<file path="src/rtl/idli_alu_ser_m.sv">
// idli bit-serial ALU: processes a WORD_W-bit op as SLICE_W-bit slices, LSB first.
// Produces registered result slices and whole-word Z/C/N/V flags on completion.
module idli_alu_ser_m #(
  parameter int SLICE_W = 4,
  parameter int WORD_W  = 16
) (
  input  logic               i_alu_gck,
  input  logic               i_alu_rst_n,
  input  logic               i_alu_start,
  input  logic               i_alu_vld,
  input  logic [2:0]         i_alu_op,
  input  logic [SLICE_W-1:0] i_alu_lhs,
  input  logic [SLICE_W-1:0] i_alu_rhs,
  output logic [SLICE_W-1:0] o_alu_out,
  output logic               o_alu_out_vld,
  output logic               o_alu_done,
  output logic               o_alu_busy,
  output logic               o_alu_flag_z,
  output logic               o_alu_flag_c,
  output logic               o_alu_flag_n,
  output logic               o_alu_flag_v
);

  localparam int NSL = WORD_W / SLICE_W;
  localparam int CW  = $clog2(NSL) + 1;
  localparam int M   = SLICE_W - 1;

  typedef enum logic {IDLE, RUN} state_t;

  state_t        state;
  logic [2:0]    op_q;
  logic [CW-1:0] cnt;
  logic          carry;
  logic          zacc;

  logic               is_start;
  logic               acc;
  logic               last;
  logic               arith;
  logic               cin;
  logic               cout;
  logic               ovf;
  logic               zn;
  logic [2:0]         op_c;
  logic [SLICE_W-1:0] b;
  logic [SLICE_W-1:0] res;
  logic [SLICE_W:0]   sum;

  always_comb begin
    is_start = i_alu_vld & i_alu_start;
    acc      = i_alu_vld & (i_alu_start | (state == RUN));
    op_c     = is_start ? i_alu_op : op_q;
    arith    = op_c < 3'd3;
    b        = (op_c == 3'd1) ? ~i_alu_rhs : i_alu_rhs;
    // Slice 0 seeds the carry chain from the op; later slices use the carry register
    if (is_start)
      cin = (op_c == 3'd1) | ((op_c == 3'd2) & o_alu_flag_c);
    else
      cin = carry;
    sum = {1'b0, i_alu_lhs} + {1'b0, b} + {{SLICE_W{1'b0}}, cin};
    unique case (1'b1)
      arith:           res = sum[M:0];
      (op_c == 3'd3):  res = i_alu_lhs & i_alu_rhs;
      (op_c == 3'd4):  res = i_alu_lhs | i_alu_rhs;
      default:         res = i_alu_lhs ^ i_alu_rhs;
    endcase
    cout = arith & sum[SLICE_W];
    ovf  = arith & (i_alu_lhs[M] == b[M]) & (res[M] != i_alu_lhs[M]);
    zn   = (res == '0) & (is_start | zacc);
    last = is_start ? (NSL == 1) : (cnt == CW'(NSL - 1));
  end

  always_ff @(posedge i_alu_gck or negedge i_alu_rst_n) begin
    if (!i_alu_rst_n) begin
      state         <= IDLE;
      op_q          <= '0;
      cnt           <= '0;
      carry         <= 1'b0;
      zacc          <= 1'b0;
      o_alu_out     <= '0;
      o_alu_out_vld <= 1'b0;
      o_alu_done    <= 1'b0;
      o_alu_busy    <= 1'b0;
      o_alu_flag_z  <= 1'b0;
      o_alu_flag_c  <= 1'b0;
      o_alu_flag_n  <= 1'b0;
      o_alu_flag_v  <= 1'b0;
    end else begin
      o_alu_out_vld <= acc;
      o_alu_done    <= acc & last;
      if (acc) begin
        o_alu_out <= res;
        carry     <= cout;
        zacc      <= zn;
        if (is_start) op_q <= i_alu_op;
        if (last) begin
          state        <= IDLE;
          o_alu_busy   <= 1'b0;
          cnt          <= '0;
          o_alu_flag_z <= zn;
          o_alu_flag_c <= cout;
          o_alu_flag_n <= res[M];
          o_alu_flag_v <= ovf;
        end else begin
          state      <= RUN;
          o_alu_busy <= 1'b1;
          cnt        <= is_start ? CW'(1) : cnt + 1'b1;
        end
      end
    end
  end

endmodule

</file>
<file path="config.mk">
export PLATFORM = sky130hd
export DESIGN_NAME = idli_alu_ser_m
export DESIGN_NICKNAME = d
export VERILOG_FILES = /design/src/rtl/idli_alu_ser_m.sv
export SDC_FILE = /design/constraint.sdc
export NUM_CORES = 1
export LEC_CHECK = 0
export ABC_AREA = 1
export CAP_MARGIN = 20
export CELL_PAD_IN_SITES_DETAIL_PLACEMENT = 0
export CELL_PAD_IN_SITES_GLOBAL_PLACEMENT = 1
export CORE_MARGIN = 2
export CORE_UTILIZATION = 39
export DETAILED_ROUTE_END_ITERATION = 6
export PLACE_DENSITY_LB_ADDON = 0.25
export SKIP_CTS_REPAIR_TIMING = 1
export SLEW_MARGIN = 20
export SYNTH_ARGS = -nofsm -noshare
export SYNTH_HDL_FRONTEND = slang
export SYNTH_SLANG_ARGS = --single-unit
</file>
<file path="constraint.sdc">
create_clock -name i_alu_gck -period 2.7 [get_ports i_alu_gck]
set_input_delay 0.54 -clock i_alu_gck [delete_from_list [all_inputs] [get_ports i_alu_gck]]
set_output_delay 0.54 -clock i_alu_gck [all_outputs]
set_load 0.02 [all_outputs]
</file>
==> results.py <==
metrics = {
    "synthesis": {
        "synth_area_leader_cell": "dfrtp_1",
        "post_synth.cell_area_avg_um2": 8.311,
        "synth.most_common_cell": "nand2_1",
        "synth_area_leaders": "dfrtp_1 (33%), ha_1 (11%), nand2_1 (9.2%)",
        "synth_top_area_share_pct": 32.51,
        "netlist_instances": 176,
        "yosys_register_bits": 19,
        "synth_common_cells": "nand2_1 (36), inv_1 (26), dfrtp_1 (19)",
        "synthArstFlopShare_pct": 100.0,
        "ys_seq_area_share_pct": 32.51,
        "yosysWarnings": 0,
        "netlist_area_um2": 1463,
        "post_synth_num_cell_types": 31,
        "synth_nets": 206,
        "synth-edff-count": 0,
        "synth_ff_type": "dfrtp_1",
    },
    "placed_design": {
        "routabilityCongestion": 0.8137,
        "portBuffers": 25,
        "place_hpwl_mm": 2.588,
        "dp_cells": 264,
    },
    "critical_path": {
        "path_depth": 19,
        "crit_required_ns": 2.89,
        "crit_chain": "buf_6 > buf_6 > nand2_8 > nand2_4 > nand2_4 > nor3_4 > inv_1 > a31oi_2 > fa_2 > inv_2 > fa_2 > xnor2_1 > nand3_1 > nand3_1 > nor2_1 > nand2_1 > inv_1 > nand3_1 > nand2_1",
        "crit_end": "o_alu_flag_z$_DFFE_PN0P_",
        "crit_slowest_cell": "fa_2",
        "max_stage_delay_ns": 0.36,
        "crit_path_start_kind": "primary input",
        "path_class": "in -> reg",
        "worst-path-max-fanout": 6,
        "path_common_cell": "nand3_1",
        "end_kind": "register",
        "worstPathArrival_ns": 2.85,
        "cp_top_family": "simple AND/OR/NAND/NOR gates",
        "r2r_slack_ns": 0.17,
        "setup.worst_path.start": "i_alu_vld",
        "r2r_end": "o_alu_flag_z$_DFFE_PN0P_",
        "path_buf_inv": 5,
        "r2r_start": "op_q[1]$_DFFE_PN0P_",
        "r2r_cells": 16,
    },
    "clock_tree": {
        "cts_made_buffers": 3,
        "cts_sinks": 19,
        "clkTransAtPathRegs_ns": 0.07,
        "cts_buffer_depth": 2,
        "h-tree-depth": 1,
        "cts_tree": "built",
        "clk_latency_ns": 0.25,
        "root_buffer": "clkbuf_8",
    },
    "layout": {
        "drive_above_1_share_pct": 26.58,
        "largest_reg_flops": 4,
        "final_nets": 253,
        "largest_register": "o_alu_out",
        "antenna_cells": 0,
        "area_growth_pct": 36.78,
        "fin_cells": 270,
        "top_regs": "o_alu_out: 4 flops, cnt: 3 flops, op_q: 3 flops",
    },
    "floorplan": {
        "dieHeight_um": 65.24,
        "core_um2": 3633,
        "die_area_um2": 4256,
        "die_w_um": 65.24,
        "rows": 22,
        "start_util_pct": 40.25,
        "top_level_ports": 26,
    },
    "sta": {
        "finClkSkew_ns": 0.002062,
        "post-route-min-period_ns": 2.660,
        "tightestPinTransition_ns": 0.8287,
        "timing_hold_violations_final": 0,
        "slew_violations": 0,
        "setup_viol_count_final": 0,
        "post-route-period-util_pct": 98.52,
        "relSlewSlack_pct": 44.58,
        "fmax_mhz": 375.9,
        "rsz0062_at_grt": "true",
    },
    "route": {
        "wl_per_cell_um": 11.99,
        "drt_iter0_drc": 38,
        "vias_per_cell": 4.804,
        "drtAntennaViolNets": 0,
        "drt_wl_total_mm": 3.237,
        "vias": 1297,
        "route.detailed.drc": 0,
        "dr.pass1.iters": 4,
    },
    "global_routing": {
        "gr-total-overflow": 0,
        "grt_pass1_vias": 1258,
        "grt_pass1_wl_mm": 5.499,
        "antenna_found_initial": 0,
        "grt_max_degree": 20,
        "grt_usage_pct": 16.37,
    },
    "run_status": {
        "status": "finished, final reports clean",
    },
    "power_and_ir_drop": {
        "ir_drop_uv": 423.6,
        "p_leak_uw": 0.001022,
        "total_power_uw": 1293,
        "power_density_nw_per_um2": 646.3,
    },
    "job": {
        "maxCapViolations": 0,
    },
    "min_path": {
        "hold_path.class": "reg -> reg",
    },
}
-- metrics by stage --
| step | hold slack (ns) | setup slack, ns | setup TNS [ns] | utilization, % | cell area (um^2) |
|---|---|---|---|---|---|
| 2_1_floorplan | 0.2444 | 0.002951 | 0 | - | 1485 |
| 3_3_place_gp | 0.4575 | -0.4815 | -3.339 | 51.83 | 1883 |
| 3_5_place_dp | 0.4647 | -0.5316 | -3.931 | 51.83 | 1883 |
| 4_1_cts | 0.4844 | -0.2979 | -1.631 | 53.06 | 1928 |
| 5_1_grt | 0.5087 | -0.1008 | -0.1869 | 55.06 | 2001 |
| 6_report | 0.4863 | 0.04000 | 0 | 55.06 | 2001 |
-- worst register-to-register path, stage by stage, from the launching register on --
cell and delay (ns):
dfrtp_1 0.41, nand2_4 0.09, nand2_4 0.06, nor3_4 0.25
inv_1 0.08, a31oi_2 0.21, fa_2 0.26, inv_2 0.04
fa_2 0.36, xnor2_1 0.13, nand3_1 0.08, nand3_1 0.08
nor2_1 0.12, nand2_1 0.07, inv_1 0.07, nand3_1 0.09
nand2_1 0.08
-- cell usage in the layout, fill, tap and decap left out, types with 2 or more instances in the layout --
| cell | netlist | final |
|---|---|---|
| nand3_1 | 15 | 13 |
| clkdlybuf4s50_1 | 0 | 20 |
| inv_1 | 26 | 25 |
| ha_1 | 13 | 13 |
| dlymetal6s2s_1 | 0 | 3 |
| nand2_2 | 7 | 6 |
| xor2_1 | 3 | 2 |
| buf_6 | 2 | 3 |
| fa_2 | 0 | 2 |
| nor2_1 | 8 | 8 |
| nand2_1 | 36 | 36 |
| nand4_1 | 4 | 4 |
| clkbuf_8 | 0 | 3 |
| nand3b_1 | 3 | 3 |
| nand3_2 | 1 | 3 |
| buf_4 | 0 | 17 |
| dfrtp_1 | 19 | 19 |
| o21ai_0 | 7 | 7 |
| a31oi_1 | 3 | 2 |
| nand2_4 | 8 | 9 |
| xor2_2 | 1 | 2 |
| inv_2 | 1 | 2 |
| nor2_2 | 4 | 4 |
-- layer usage --
| metal | share of wire (%) | global-route usage [%] | vias up | wire length, um |
|---|---|---|---|---|
| met1 | 47 | 21.90 | 626 | 1515 |
| met3 | 3.3 | 3.253 | 0 | 106 |
| met4 | 0 | 1.823 | 0 | 0 |
| met5 | 0 | 0 | - | 0 |
| li1 | - | - | 652 | - |
| met2 | 50 | 28.32 | 19 | 1616 |
-- power by group --
group / switching [uW] / total [uW] / internal, uW
Sequential: 53.1 / 424 / 371
Combinational: 364 / 678 / 314
Clock: 85.8 / 190 / 105
Total: 503 / 1290 / 790
-- kinds of logic (layout without fill, tap and decap cells) --
| kind of cell | Yosys count | in the layout | share of synthesized area (%) |
|---|---|---|---|
| adders and majority gates | 15 | 15 | 13.86 |
| xor gates and xnor gates | 5 | 5 | 3.508 |
| AOI/OAI and AO/OA | 15 | 15 | 5.731 |
| and+or+nand+nor | 92 | 92 | 35.67 |
| DFF | 19 | 19 | 32.51 |
| buffers and inverters | 30 | 76 | 8.725 |
-- final cells by class --
class | count | area [um^2]
inverters | 28 | 105.1
repair buffers | 44 | 414.1
well taps | 48 | 60.06
flip-flops and latches | 19 | 475.5
clock buffers | 4 | 45.04
multi-input cells | 127 | 900.9
fillers | 360 | 1633
-- worst min-delay path by stage --
stage                                   startpoint                       end  slack [ns]  cells after the start
final                             zacc$_DFFE_PN0P_          zacc$_DFFE_PN0P_        0.49                      2
after detailed placement  o_alu_flag_z$_DFFE_PN0P_  o_alu_flag_z$_DFFE_PN0P_        0.46                      2
after CTS                         zacc$_DFFE_PN0P_          zacc$_DFFE_PN0P_        0.48                      2
after floorplan                        i_alu_rst_n         carry$_DFFE_PN0P_        0.24                      0
after global placement            zacc$_DFFE_PN0P_          zacc$_DFFE_PN0P_        0.46                      2
after global routing      o_alu_out[1]$_DFFE_PN0P_  o_alu_out[1]$_DFFE_PN0P_        0.51                      2
Note: power is estimated with default switching activity, not from simulation.
